<file path="config.mk">
export PLATFORM = sky130hd
export DESIGN_NAME = full_st1_phase_sequencer
export DESIGN_NICKNAME = d
export VERILOG_FILES = /design/src/rtl/full_st1_phase_sequencer.sv
export SDC_FILE = /design/constraint.sdc
export NUM_CORES = 1
export LEC_CHECK = 0
export CAP_MARGIN = 40
export CORE_MARGIN = 2
export CORE_UTILIZATION = 35
export DETAILED_ROUTE_END_ITERATION = 8
export GPL_TIMING_DRIVEN = 0
export SLEW_MARGIN = 10
export SYNTH_ARGS = -nofsm -noshare
export SYNTH_HDL_FRONTEND = slang
export SYNTH_SLANG_ARGS = --single-unit
</file>
<file path="constraint.sdc">
create_clock -name clk -period 2.8 [get_ports clk]
set_clock_uncertainty 0.15 [all_clocks]
set_input_delay 0.7 -clock clk [delete_from_list [all_inputs] [get_ports clk]]
set_output_delay 0.7 -clock clk [all_outputs]
set_load 0.01 [all_outputs]
</file>
<file path="src/rtl/full_st1_phase_sequencer.sv">
// Training-step phase sequencer for one stage-1 data-FIFO controller: FWD, ERR_FIRST, ERR, DRAIN.
// Optional status outputs (step counter, protocol-error flag) are enabled with FULL_ST1_SEQ_STATUS_EN.
module full_st1_phase_sequencer #(
    parameter int DEPTH_W      = 3,
    parameter int LEN_W        = 4,
    parameter int CNT_W        = 4,
    parameter int DRAIN_CYCLES = 18
) (
    input  logic               clk,
    input  logic               reset,
    input  logic               cfg_wr,
    input  logic [DEPTH_W-1:0] cfg_depth,
    input  logic [LEN_W-1:0]   cfg_length,
    input  logic [CNT_W-1:0]   cfg_fwd_states,
    input  logic [CNT_W-1:0]   cfg_err_states,
    input  logic               start,
    input  logic               stop,
    input  logic               read_finish,
    input  logic               err_finish_i,
    output logic [DEPTH_W-1:0] load_depth,
    output logic [LEN_W-1:0]   load_length,
    output logic               error_update_mode,
    output logic               error_update_latch,
    output logic               error_update_first,
    output logic               error_tap_update_out,
    output logic               error_finish_tap,
    output logic               busy,
    output logic [2:0]         phase,
    output logic               done
`ifdef FULL_ST1_SEQ_STATUS_EN
    ,
    output logic [15:0]        status_steps,
    output logic               status_proto_err
`endif
);

    localparam int DRAIN_W = $clog2(DRAIN_CYCLES + 1);
    localparam logic [DRAIN_W-1:0] DRAIN_LOAD = DRAIN_W'(DRAIN_CYCLES - 1);

    typedef enum logic [2:0] {
        IDLE      = 3'd0,
        FWD       = 3'd1,
        ERR_FIRST = 3'd2,
        ERR       = 3'd3,
        DRAIN     = 3'd4
    } state_t;

    state_t             state, state_next;
    logic [CNT_W-1:0]   cnt, cnt_next, cnt_inc;
    logic [DRAIN_W-1:0] drain_cnt, drain_next;
    logic               done_next;
    logic [CNT_W-1:0]   fwd_states, err_states;
    logic [CNT_W-1:0]   fwd_last, err_last;
    logic               err_phase;

    assign cnt_inc   = (cnt == '1) ? cnt : cnt + CNT_W'(1);
    assign fwd_last  = (fwd_states == '0) ? '0 : fwd_states - CNT_W'(1);
    assign err_last  = err_states - CNT_W'(1);
    assign err_phase = (state == ERR_FIRST) || (state == ERR);

    assign phase                = state;
    assign busy                 = (state != IDLE);
    assign error_update_mode    = err_phase;
    assign error_update_latch   = err_phase;
    assign error_update_first   = (state == ERR_FIRST);
    assign error_tap_update_out = err_phase && (cnt != err_last);

    always_ff @(posedge clk or negedge reset) begin
        if (!reset) begin
            state            <= IDLE;
            cnt              <= '0;
            drain_cnt        <= '0;
            done             <= 1'b0;
            error_finish_tap <= 1'b0;
            load_depth       <= '0;
            load_length      <= '0;
            fwd_states       <= '0;
            err_states       <= '0;
        end else begin
            state            <= state_next;
            cnt              <= cnt_next;
            drain_cnt        <= drain_next;
            done             <= done_next;
            error_finish_tap <= err_finish_i && err_phase;
            if (cfg_wr && state == IDLE) begin
                load_depth  <= cfg_depth;
                load_length <= cfg_length;
                fwd_states  <= cfg_fwd_states;
                err_states  <= cfg_err_states;
            end
        end
    end

    // Next-state logic; stop outranks a coincident read_finish in every active phase.
    // ERR is entered with cnt = 1 because the ERR_FIRST state already was error state 0.
    always_comb begin
        state_next = state;
        cnt_next   = cnt;
        drain_next = drain_cnt;
        done_next  = 1'b0;
        case (state)
            IDLE: begin
                if (start) begin
                    state_next = FWD;
                    cnt_next   = '0;
                end
            end
            FWD: begin
                if (stop) begin
                    state_next = DRAIN;
                    cnt_next   = '0;
                    drain_next = DRAIN_LOAD;
                end else if (read_finish) begin
                    if (cnt == fwd_last) begin
                        cnt_next = '0;
                        if (err_states != '0) begin
                            state_next = ERR_FIRST;
                        end else begin
                            state_next = DRAIN;
                            drain_next = DRAIN_LOAD;
                        end
                    end else begin
                        cnt_next = cnt_inc;
                    end
                end
            end
            ERR_FIRST: begin
                if (stop) begin
                    state_next = DRAIN;
                    cnt_next   = '0;
                    drain_next = DRAIN_LOAD;
                end else if (read_finish) begin
                    if (err_states > CNT_W'(1)) begin
                        state_next = ERR;
                        cnt_next   = CNT_W'(1);
                    end else begin
                        state_next = DRAIN;
                        cnt_next   = '0;
                        drain_next = DRAIN_LOAD;
                    end
                end
            end
            ERR: begin
                if (stop || (read_finish && cnt == err_last)) begin
                    state_next = DRAIN;
                    cnt_next   = '0;
                    drain_next = DRAIN_LOAD;
                end else if (read_finish) begin
                    cnt_next = cnt_inc;
                end
            end
            DRAIN: begin
                if (drain_cnt == '0) begin
                    state_next = IDLE;
                    done_next  = 1'b1;
                end else begin
                    drain_next = drain_cnt - DRAIN_W'(1);
                end
            end
            default: begin
                state_next = IDLE;
                cnt_next   = '0;
                drain_next = '0;
            end
        endcase
    end

`ifdef FULL_ST1_SEQ_STATUS_EN
    // Completed-step counter wraps freely; protocol error is sticky until reset.
    always_ff @(posedge clk or negedge reset) begin
        if (!reset) begin
            status_steps     <= '0;
            status_proto_err <= 1'b0;
        end else begin
            if (done_next) status_steps <= status_steps + 16'd1;
            if (state == IDLE && (read_finish || err_finish_i)) status_proto_err <= 1'b1;
        end
    end
`endif

endmodule

</file>
## After elaboration in Yosys (flattened, before gate mapping)

Cells that the tools add are included.

| word-level totals | value |
|---|---|
| bits in registers | 29 |

| operators by class | value |
|---|---|
| bitwise gates (word level) | 2 |
| order comparisons | 1 |
| multiplexer cells | 35 |
| add/subtract/negate cells | 4 |
| eq/ne operators | 18 |
| reduce and logical (&&, ||, !) cells | 14 |

Operators with widths:

| kind | number |
|---|---|
| two-way mux 5 bit | 9 |
| two-way mux 4 bit | 10 |
| two-way mux 3 bit | 10 |
| case mux 5 bit (5 select lines) | 1 |
| case mux 4 bit (5 select lines) | 1 |
| inequality test 3 bit (second input constant) | 5 |
| case mux 3 bit (5 select lines) | 1 |
| equality test 4 bit | 2 |
| AND reduction 8 bit | 1 |
| subtractor 4 x 1 -> 4 bit (second input constant) | 2 |
| equality test 3 x 2 -> 1 bit (second input constant) | 2 |
| inequality test 2 bit (second input constant) | 3 |
| AND reduction 6 bit | 1 |
| zero test 5 bit | 1 |
| AND reduction 5 bit | 1 |
| subtractor 5 x 1 -> 5 bit (second input constant) | 1 |
| adder 4 x 1 -> 4 bit (second input constant) | 1 |
| equality test 4 bit (second input constant) | 1 |
| greater-than comparator 4 x 1 -> 1 bit (second input constant) | 1 |
| logical AND 1 bit | 4 |
| zero test 4 bit | 1 |
| inequality test 4 bit | 1 |
| nonzero test 4 bit | 1 |
| equality test 3 x 1 -> 1 bit (second input constant) | 1 |
| other kinds (8) | 12 |

## Depth between registers and ports, before layout

Gate-level depths: netlist of run 1.

| depth | value |
|---|---|
| depth after elaboration | 7 |
| mapped depth | 8 |
| depth with buffers taken out | 8 |

## Worst setup path after synthesis of run 1

No wires, ideal clock.

| path | value |
|---|---|
| kind | register -> output |
| from | register err_states[0] |
| to | output port error_tap_update_out |
| path slack | 0.649 ns |
| arrival | 1.301 ns |
| stages on the path, launching flop included | 7 |
| data required time | 1.950 ns |
| path through | dfrtp_1 -> inv_1 -> ha_1 -> xnor3_1 -> nand3_2 -> nor2_1 -> nor2_1 |

| on the way | value |
|---|---|
| cells in the longest elaborated chain, start to end | 3 |

RTL lines:

| element | RTL line | text |
|---|---|---|
| start, declared | 52 | `logic [CNT_W-1:0] fwd_states, err_states;` |
| start signal, assigned | 89 | `err_states <= cfg_err_states;` |
| subtractor 4 x 1 -> 4 bit | 58 | `assign err_last = err_states - CNT_W'(1);` |
| inequality test 4 bit | 66 | `assign error_tap_update_out = err_phase && (cnt != err_last);` |
| logical AND 1 bit | 66 |  |
| end, declared | 25 | `output logic error_tap_update_out,` |

Every way passes these cells.

## Worst setup path in the final report of run 1

| path | value |
|---|---|
| from | register err_states[1] |
| to | output port error_tap_update_out |

The elaborated chain is that of the path after synthesis.

==> impl_metrics.yaml, run 1 <==
synthesis:
  synth_largest_area_cell: "sky130_fd_sc_hd__dfrtp_1"
  postSynthRegisterBits: 29
  postSynthNetCount: 199
  synth-seq-area-share_pct: 41.61
  post-synth-top-area-fraction_pct: 41.61
  ys_types: 50
  synth_flop_cell: "sky130_fd_sc_hd__dfrtp_1"
  ys_top_cells_by_area: "sky130_fd_sc_hd__dfrtp_1 42%, sky130_fd_sc_hd__mux2_2 9.0%, sky130_fd_sc_hd__nor2_1 3.9%, sky130_fd_sc_hd__o21ai_0 3.2%, sky130_fd_sc_hd__ha_1 2.9%"
  yosysWarnings: 0
  synthesis.instances: 173
  ys_async_sr_fraction_pct: 100.0
  synth-edff-count: 0
  synth_area_per_cell_um2: 10.08
  post_synth_instance_area_mm2: 0.001744
power:
  peakVddDrop_uv: 456.2
  power_density_mw_per_mm2: 1085
  total_leakage_power_nw: 0.9737
grt:
  grt_pass1_vias: 1325
  globalRouteOverflowTotal: 0
  first_pass_grt_wire_length_mm: 6.237
  globalRouteTotalUtil_pct: 15.10
  maximum_number_of_pins_on_one_net_before_global_route_repair: 30
  antenna_found_initial: 0
cts:
  cts_tree: "built"
  cts_buffer_depth: 2
  clock_insertion_delay_worst_skew_ps: 290
  path_clk_slew_ps: 70
  cts_inserted_buffers: 5
  clock_tree.root_cell: "sky130_fd_sc_hd__clkbuf_8"
  ctsHtreeMaxLevel: 2
  numClockSinks: 29
floorplan:
  design.core.area_mm2: 0.004755
  boundaryPins: 39
  fp.dieH_um: 74.59
  area_enclosed_by_the_die_boundary_mm2: 0.005564
  placementRows: 25
  dieWidth_um: 74.59
  floorplan.initialDensity_pct: 36.68
final_layout:
  multi_input_comb_area_um2: 929.6
  filler_cells: 488
  antennaDiodeCount: 0
  area.sequential_um2: 725.7
  design.final.nets: 245
  area_delta_synth_final_pct: 33.43
  post_route_cells_drive_above_1_share_pct: 20.00
  most_frequent_cells_in_the_layout: "36 x sky130_fd_sc_hd__clkdlybuf4s50_1, 29 x sky130_fd_sc_hd__dfrtp_1, 18 x sky130_fd_sc_hd__nor2_1, 14 x sky130_fd_sc_hd__mux2_2, 11 x sky130_fd_sc_hd__o21ai_0"
  layout.cells.most_common: "sky130_fd_sc_hd__clkdlybuf4s50_1"
  final_core_area_utilization_pct: 48.95
setup_path:
  crit_slowest_cell: "sky130_fd_sc_hd__dfrtp_1"
  critPathLaunchType: "flop"
  r2r_worst_path_depth: 7
  required_time_of_the_critical_path_ps: 1950
  path_class: "reg2out"
  critPathArrivalTime_ps: 1850
  endpoint_of_the_most_critical_register_to_register_path: "drain_cnt[0]"
  startpoint: "err_states[1]"
  worstPathCellList: "inv_1 -> ha_2 -> xnor3_1 -> nand3_2 -> nor2_1 -> nor2_1 -> dlygate4sd2_1"
  regToRegStartpoint: "phase[0]"
  worstSetupEndpointType: "output pin"
  ff2ff_setup_slack_ps: 540
  critPathMostFrequentCell: "sky130_fd_sc_hd__nor2_1"
  critical_path.max_fanout: 3
  cp_max_stage_delay_ps: 380
  critPathCapture: "error_tap_update_out"
run:
  timing.max_cap.violations: 0
outcome:
  result_of_the_run: "finished, final reports clean"
sta:
  hold_viol: 0
  rsz0062_at_grt: "no"
  timing.final.max_slew_violations: 0
  timing.final.setup_violations: 0
  maxSlewHeadroom_pct: 57.09
  timing.setup.tns_ps: 0
  fmaxAchievable_mhz: 370.1
  fin_crit_sh_pct: 96.50
  final_period_minus_worst_setup_slack_ps: 2702
  tightest_slew_ps: 643.7
placement:
  gp_congestion: 0.8289
  number_of_buffers_inserted_by_port_buffering: 38
  detailedPlacementHpwl_mm: 2.733
min_path:
  hp-class: "in2async"
drt:
  first_pass_iters: 4
  first_iter_violations: 95
  vias: 1377
  vias_per_cell: 4.798
  drc: 0
  route.final.wire_length_mm: 3.671
  routed_antenna_nets: 0
  wl_per_cell_um: 12.79
power breakdown:
part / internal, mW / switching, mW / leakage (nW)
Sequential: 0.597 / 0.150 / 0.365
Clock: 0.266 / 0.176 / 0.0543
Combinational: 0.691 / 0.644 / 0.555
routing by layer:
metal	global-route usage [%]	wire (µm)	vias to the layer above	share of wire [%]
li1	-	-	704	-
met1	20.56	1805	640	49
met2	22.32	1626	29	44
met3	4.065	170	4	4.6
met4	7.143	68	0	1.9
met5	0	0	-	0
synth_stat cells (all sizes together), types with 4 or more instances:
cell type / instances
dfrtp: 29
nand2: 7
o21ai: 12
o2bb2ai: 5
nand3: 6
ha: 4
nor2: 19
buf: 7
inv: 9
nand2b: 7
nor2b: 5
mux2: 16
state kept, by name, indices dropped and copies added, names as in the netlist:
signal            count
load_depth            3
phase                 3
drain_cnt             5
fwd_states            4
error_finish_tap      1
load_length           4
err_states            4
done                  1
cnt                   4
per-stage QoR:
stage          hold WS, ps  setup slack (ps)  std cells  power, mW  instance area (µm²)
2_1_floorplan        254.4             648.7        173      1.668                 1744
3_3_place_gp         314.1             62.67        278      2.073                 2208
3_5_place_dp         318.6             41.39        278      2.088                 2203
4_1_cts              307.7             80.91        287      2.553                 2327
5_1_grt              342.4             14.67        287      2.736                 2327
6_report             284.4             98.10        287      2.525                 2327
repair_timing:
| action | in CTS | in global routing |
|---|---|---|
| setup endpoints to repair | 1 | 0 |
| resized for setup | 2 | 0 |
| buffers inserted | 1 | 0 |
| hold buffers | 0 | 0 |
kinds of logic after synthesis:
logic type	after synthesis	share of synthesized area, %
simple gates	55	16.50
buf+inv	19	5.236
xor+xnor	7	4.305
compound gates	42	18.15
fa+ha+maj	4	2.870
flops	29	41.61
mux	17	11.33
layout make-up:
type / count / share of cell area (%)
multi-input combinational: 125 / 39.95
sequential: 29 / 31.18
timing repair buffer: 39 / 16.40
tap: 67 / 3.602
clock buffer: 5 / 2.957
buffer: 10 / 2.473
clock inverter: 3 / 1.989
inverter: 9 / 1.452
worst max-delay path, delay by kind of cell, from the launching register on:
kind | cells | cell delay, ps
fa+ha+maj | 1 | 220
buf+inv | 2 | 380
simple gates | 3 | 270
flops | 1 | 380
xor+xnor | 1 | 320
worst min-delay path by stage:
stage / start / end / slack, ps
after detailed placement: drain_cnt[4] / done / 320
after global routing: reset / cnt[3] / 340
after CTS: reset / cnt[3] / 310
final: reset / phase[1] / 280
after floorplan: reset / cnt[0] / 250
after global placement: drain_cnt[4] / done / 310
No activity file was read; power rests on OpenSTA's default activity.
==> run 2, diff against run 1 <==
TNS_END_PERCENT = 100   (was unset)
==> results of run 2 <==
The final DEF is identical to that of run 1; final timing and power are the same.
==> run 3, diff against run 2 <==
HOLD_SLACK_MARGIN = 0.05   (was unset)
==> results of run 3 <==
The final DEF is identical to that of run 1; final timing and power are the same.
==> variant 1 (config.mk and constraints of run 3) <==
Set the parameter `DEPTH_W` to 6 (it was 3).
--- a/src/rtl/full_st1_phase_sequencer.sv
+++ b/src/rtl/full_st1_phase_sequencer.sv
@@ -3,3 +3,3 @@
 module full_st1_phase_sequencer #(
-    parameter int DEPTH_W      = 3,
+    parameter int DEPTH_W      = 6,
     parameter int LEN_W        = 4,
Ports: changed (resized cfg_depth and load_depth); port bits go from 39 to 45. The function was not compared with the original's and may differ.
==> variant 1 against run 3 <==
  * Area after synthesis rose by 12%
  * Core utilization decreased by 1.4 points
  * First-iteration DRC count decreased by 24%
  * Via count up 17%
  * Final area increased by 11%
  * Sequential cell count is 3 higher
  * Hold slack improved by 0.025 ns
  * Power up 13%
  * Routed wire length is 19% higher
  * Combinational power is 22% higher
  * Worst setup slack improved by 0.019 ns
  * Critical endpoint unchanged
  * Largest cell class unchanged
  * Highest routed layer unchanged
==> variant 1: results (changes against run 3) <==
[outcome]
status = complete, no violations

[synth]
yosys.area_share.xor_xnor_pct = 3.78  ; -0.52 points
synth.area.mux_share_pct = 10.7  ; -0.63 points
synth_commonest_cells = dfrtp_1 (32), nor2_1 (17), nand2_1 (16)
ys_seq_area_share_pct = 41.0  ; -0.58 points
syn-num-nets = 221  ; +11%
synth_compound_area_share_pct = 17.8  ; -0.33 points
synth.avg_cell_area_sq_um = 10.2  ; +0.83%

[power_and_ir_drop]
comb-power_mw = 1.63  ; +22%
power.leakage_nw = 1.09  ; +12%
vdd_drop_max_mv = 0.559  ; +23%
total_power_mw = 2.84  ; +13%
switching_share_pct = 40.7  ; +2.2 points
p_seq_mw = 0.835  ; +12%

[detailed_routing]
drt_iter0_drc = 72  ; -24%
via_count = 1610  ; +17%
wl_per_cell_um = 13.8  ; +7.7%

[placed_design]
dp_slack_ns = -0.0724  ; -0.114 ns
routabilityCongestion = 0.829  ; about the same
placed_area_sq_um = 2480  ; +12%
hpwl_um = 3150  ; +15%

[layout]
drive_above_1_share_pct = 22.4  ; +2.4 points

[sta]
layout_worst_path_cycle_share_pct = 95.8  ; -0.66 points
slew_headroom_pct = 51.8  ; -5.2 points
whs_ns = 0.309  ; +0.0248 ns

[critical_path]
reg2reg_slack_ns = 0.28  ; -0.26 ns
reg2reg_from = err_states[0]
cp.arrival_ns = 1.83  ; -0.02 ns

[global_route]
antenna_found_initial = 0  ; unchanged
grt.total_usage_pct = 15.4  ; +0.29 points

[variant 1: layer usage]
| metal | GRT usage [%] | routed length, um | up-vias | share of wire (%) |
|---|---|---|---|---|
| met4 | 6.67 | 58 | 0 | 1.3 |
| met2 | 22.9 | 1960 | 54 | 45 |
| met3 | 4.60 | 319 | 4 | 7.3 |
| met1 | 20.7 | 2030 | 765 | 46 |
| met5 | 0 | 0 | - | 0 |
| li1 | - | - | 787 | - |
[variant 1: what timing repair did]
action / 4_1_cts / 5_1_grt
pin swaps: 0 / 0
hold endpoints to repair: 0 / 0
cloned: 0 / 0
endpoints found under the setup margin: 1 / 3
resized for setup: 3 / 5
setup buffers: 1 / 0
[variant 1: final cells by class]
class	instances	area, sq um
fill	540	2850
clock inverter	3	23.8
timing repair buffer	45	443
inverter	11	41.3
clock buffer	5	68.8
tap	72	90.1
buffer	10	88.8
multi-input combinational	139	1030
sequential	32	801
==> variant 2 (settings of run 3) <==
Made on the original files. Remove the register `done`: a continuous assignment takes its place, so the output `done` follows one clock earlier.
--- a/src/rtl/full_st1_phase_sequencer.sv
+++ b/src/rtl/full_st1_phase_sequencer.sv
@@ -72,3 +72,2 @@
             drain_cnt        <= '0;
-            done             <= 1'b0;
             error_finish_tap <= 1'b0;
@@ -82,3 +81,2 @@
             drain_cnt        <= drain_next;
-            done             <= done_next;
             error_finish_tap <= err_finish_i && err_phase;
@@ -92,2 +90,4 @@
     end
+
+    assign done = done_next;
 
Formal check against the unedited RTL: same outputs for any inputs over 4 cycles, from zero or initial values and one cycle with reset low; that may be too few to reach the edited logic, so the function may still have changed.
==> variant 2 against run 3 <==
  * Highest routed layer unchanged
  * Area after synthesis fell by 1.6%
  * Power is 9.0% lower
  * Routed wire length up 1.5%
  * Sequential cell count fell by 1
  * Worst setup slack improved by 0.048 ns
  * Final area decreased by 2.5%
  * Clock power shrank 28%
  * Combinational power shrank 6%
==> variant 2: results (changes against run 3) <==
[sta]
finalCriticalPeriod_ns = 2.65  ; -0.0476 ns
whs_ns = 0.278  ; -0.00590 ns
tightest_slew_ns = 0.629  ; -0.0149 ns

[layout]
multi_input_area_sq_um = 917  ; -1.3%
nets = 247  ; +0.82%
nonClockBufferCount = 51  ; +4.1%
seq_area_sq_um = 701  ; -3.4%
nonClkBufAreaFrac_pct = 20.2  ; +1.3 points
multi_input_cells = 127  ; +1.6%
clock_area_share_pct = 3.14  ; -1.8 points
inv_count = 10  ; +1
n_fill_cell = 470  ; -3.7%
drive_above_1_share_pct = 16.4  ; -3.6 points

[synth]
synthAdderAreaFrac_pct = 2.92  ; +0.048 points
syn_inst = 175  ; +1.2%
synth.area.mux_share_pct = 7.88  ; -3.5 points
ys_seq_area_share_pct = 40.8  ; -0.76 points
syn-num-nets = 201  ; +1.0%
synth_compound_area_share_pct = 22.0  ; +3.9 points
yosys.area_share.xor_xnor_pct = 4.96  ; +0.66 points
synth_cell_types = 51  ; +2.0%
ys_seq_elements = 28  ; -3.4%
synth_area_leaders = dfrtp_1 (41%), mux2_2 (6.6%), o21ai_0 (4.7%), ha_1 (2.9%), nor2_1 (2.4%)
synth_commonest_cells = dfrtp_1 (28), o21ai_0 (16), nor2_1 (11)

[power_and_ir_drop]
power.leakage_nw = 0.960  ; -1.4%
power.density_nw_per_um2 = 1010  ; -6.7%
vdd_drop_max_mv = 0.486  ; +6.4%
pwr-share-clk_pct = 13.9  ; -3.6 points
switching_power_mw = 0.878  ; -9.6%
power_frac_seq_pct = 31.2  ; +1.6 points

[critical_path]
required_ns = 1.95  ; about the same
cp.arrival_ns = 1.80  ; -0.05 ns
reg2reg_slack_ns = 0.41  ; -0.13 ns
r2r_end = drain_cnt[3]
rr_worst_depth = 9  ; +2

[placed_design]
hpwl_um = 2780  ; +1.7%
placed_area_sq_um = 2180  ; -1.1%
placedCellCount = 281  ; +1.1%
routabilityCongestion = 0.767  ; -7.5%
dp_slack_ns = 0.0332  ; -0.00819 ns

[detailed_routing]
routed_via_density = 4.96  ; +3.3%
via_count = 1423  ; +3.3%
met2WireLength_um = 1820  ; +12%
wl_met3_um = 174  ; +2.4%
met1_length_um = 1730  ; -4.4%
top_layer = met4
drt_iter0_drc = 44  ; -54%
wl_um = 3730  ; +1.5%

[global_route]
grtUsageMet3_pct = 3.66  ; -0.41 points
met1_usage_pct = 19.7  ; -0.85 points
grt_pass1_wl_um = 6490  ; +4.0%
grt_start_max_net_pins = 29  ; -3.3%
grt.total_usage_pct = 15.0  ; -0.072 points
use_met2_pct = 25.7  ; +3.4 points

[outcome]
status = complete, no violations

[cts]
cts_buffers = 3  ; -2
cts.clk_slew.worst_paths_ns = 0.10  ; +0.03 ns

-- variant 2: cell count changes after synthesis, sizes merged, moves of 3 or more --
cell and delta:
nand3 -3, nand2b -4, o21ai +8, nor2 -7, a21oi +3, o31ai +5
o2bb2ai -5, nor2b -3, mux2 -4
-- variant 2: timing repair --
item | in CTS | in global routing
hold endpoints to repair | 0 | 0
gates cloned | 0 | 0
gates resized for setup | 4 | 1
setup buffers | 1 | 1
setup endpoints to repair | 2 | 1
pin swaps | 0 | 1
-- variant 2: worst register-to-register path, cell delays in order, from the launching register on --
cell and delay, ns:
dfrtp_1 0.38, inv_1 0.09, ha_1 0.22, nor2_1 0.08, o31ai_2 0.29, nor2_1 0.10
or3_1 0.34, buf_2 0.17, or2_4 0.28, o31ai_2 0.20
-- variant 2: kinds of logic after synthesis --
logic type,Yosys count
compound gates,55
xor+xnor,8
fa+ha+maj,4
buf+inv,20
flops,28
mux,12
simple gates,48
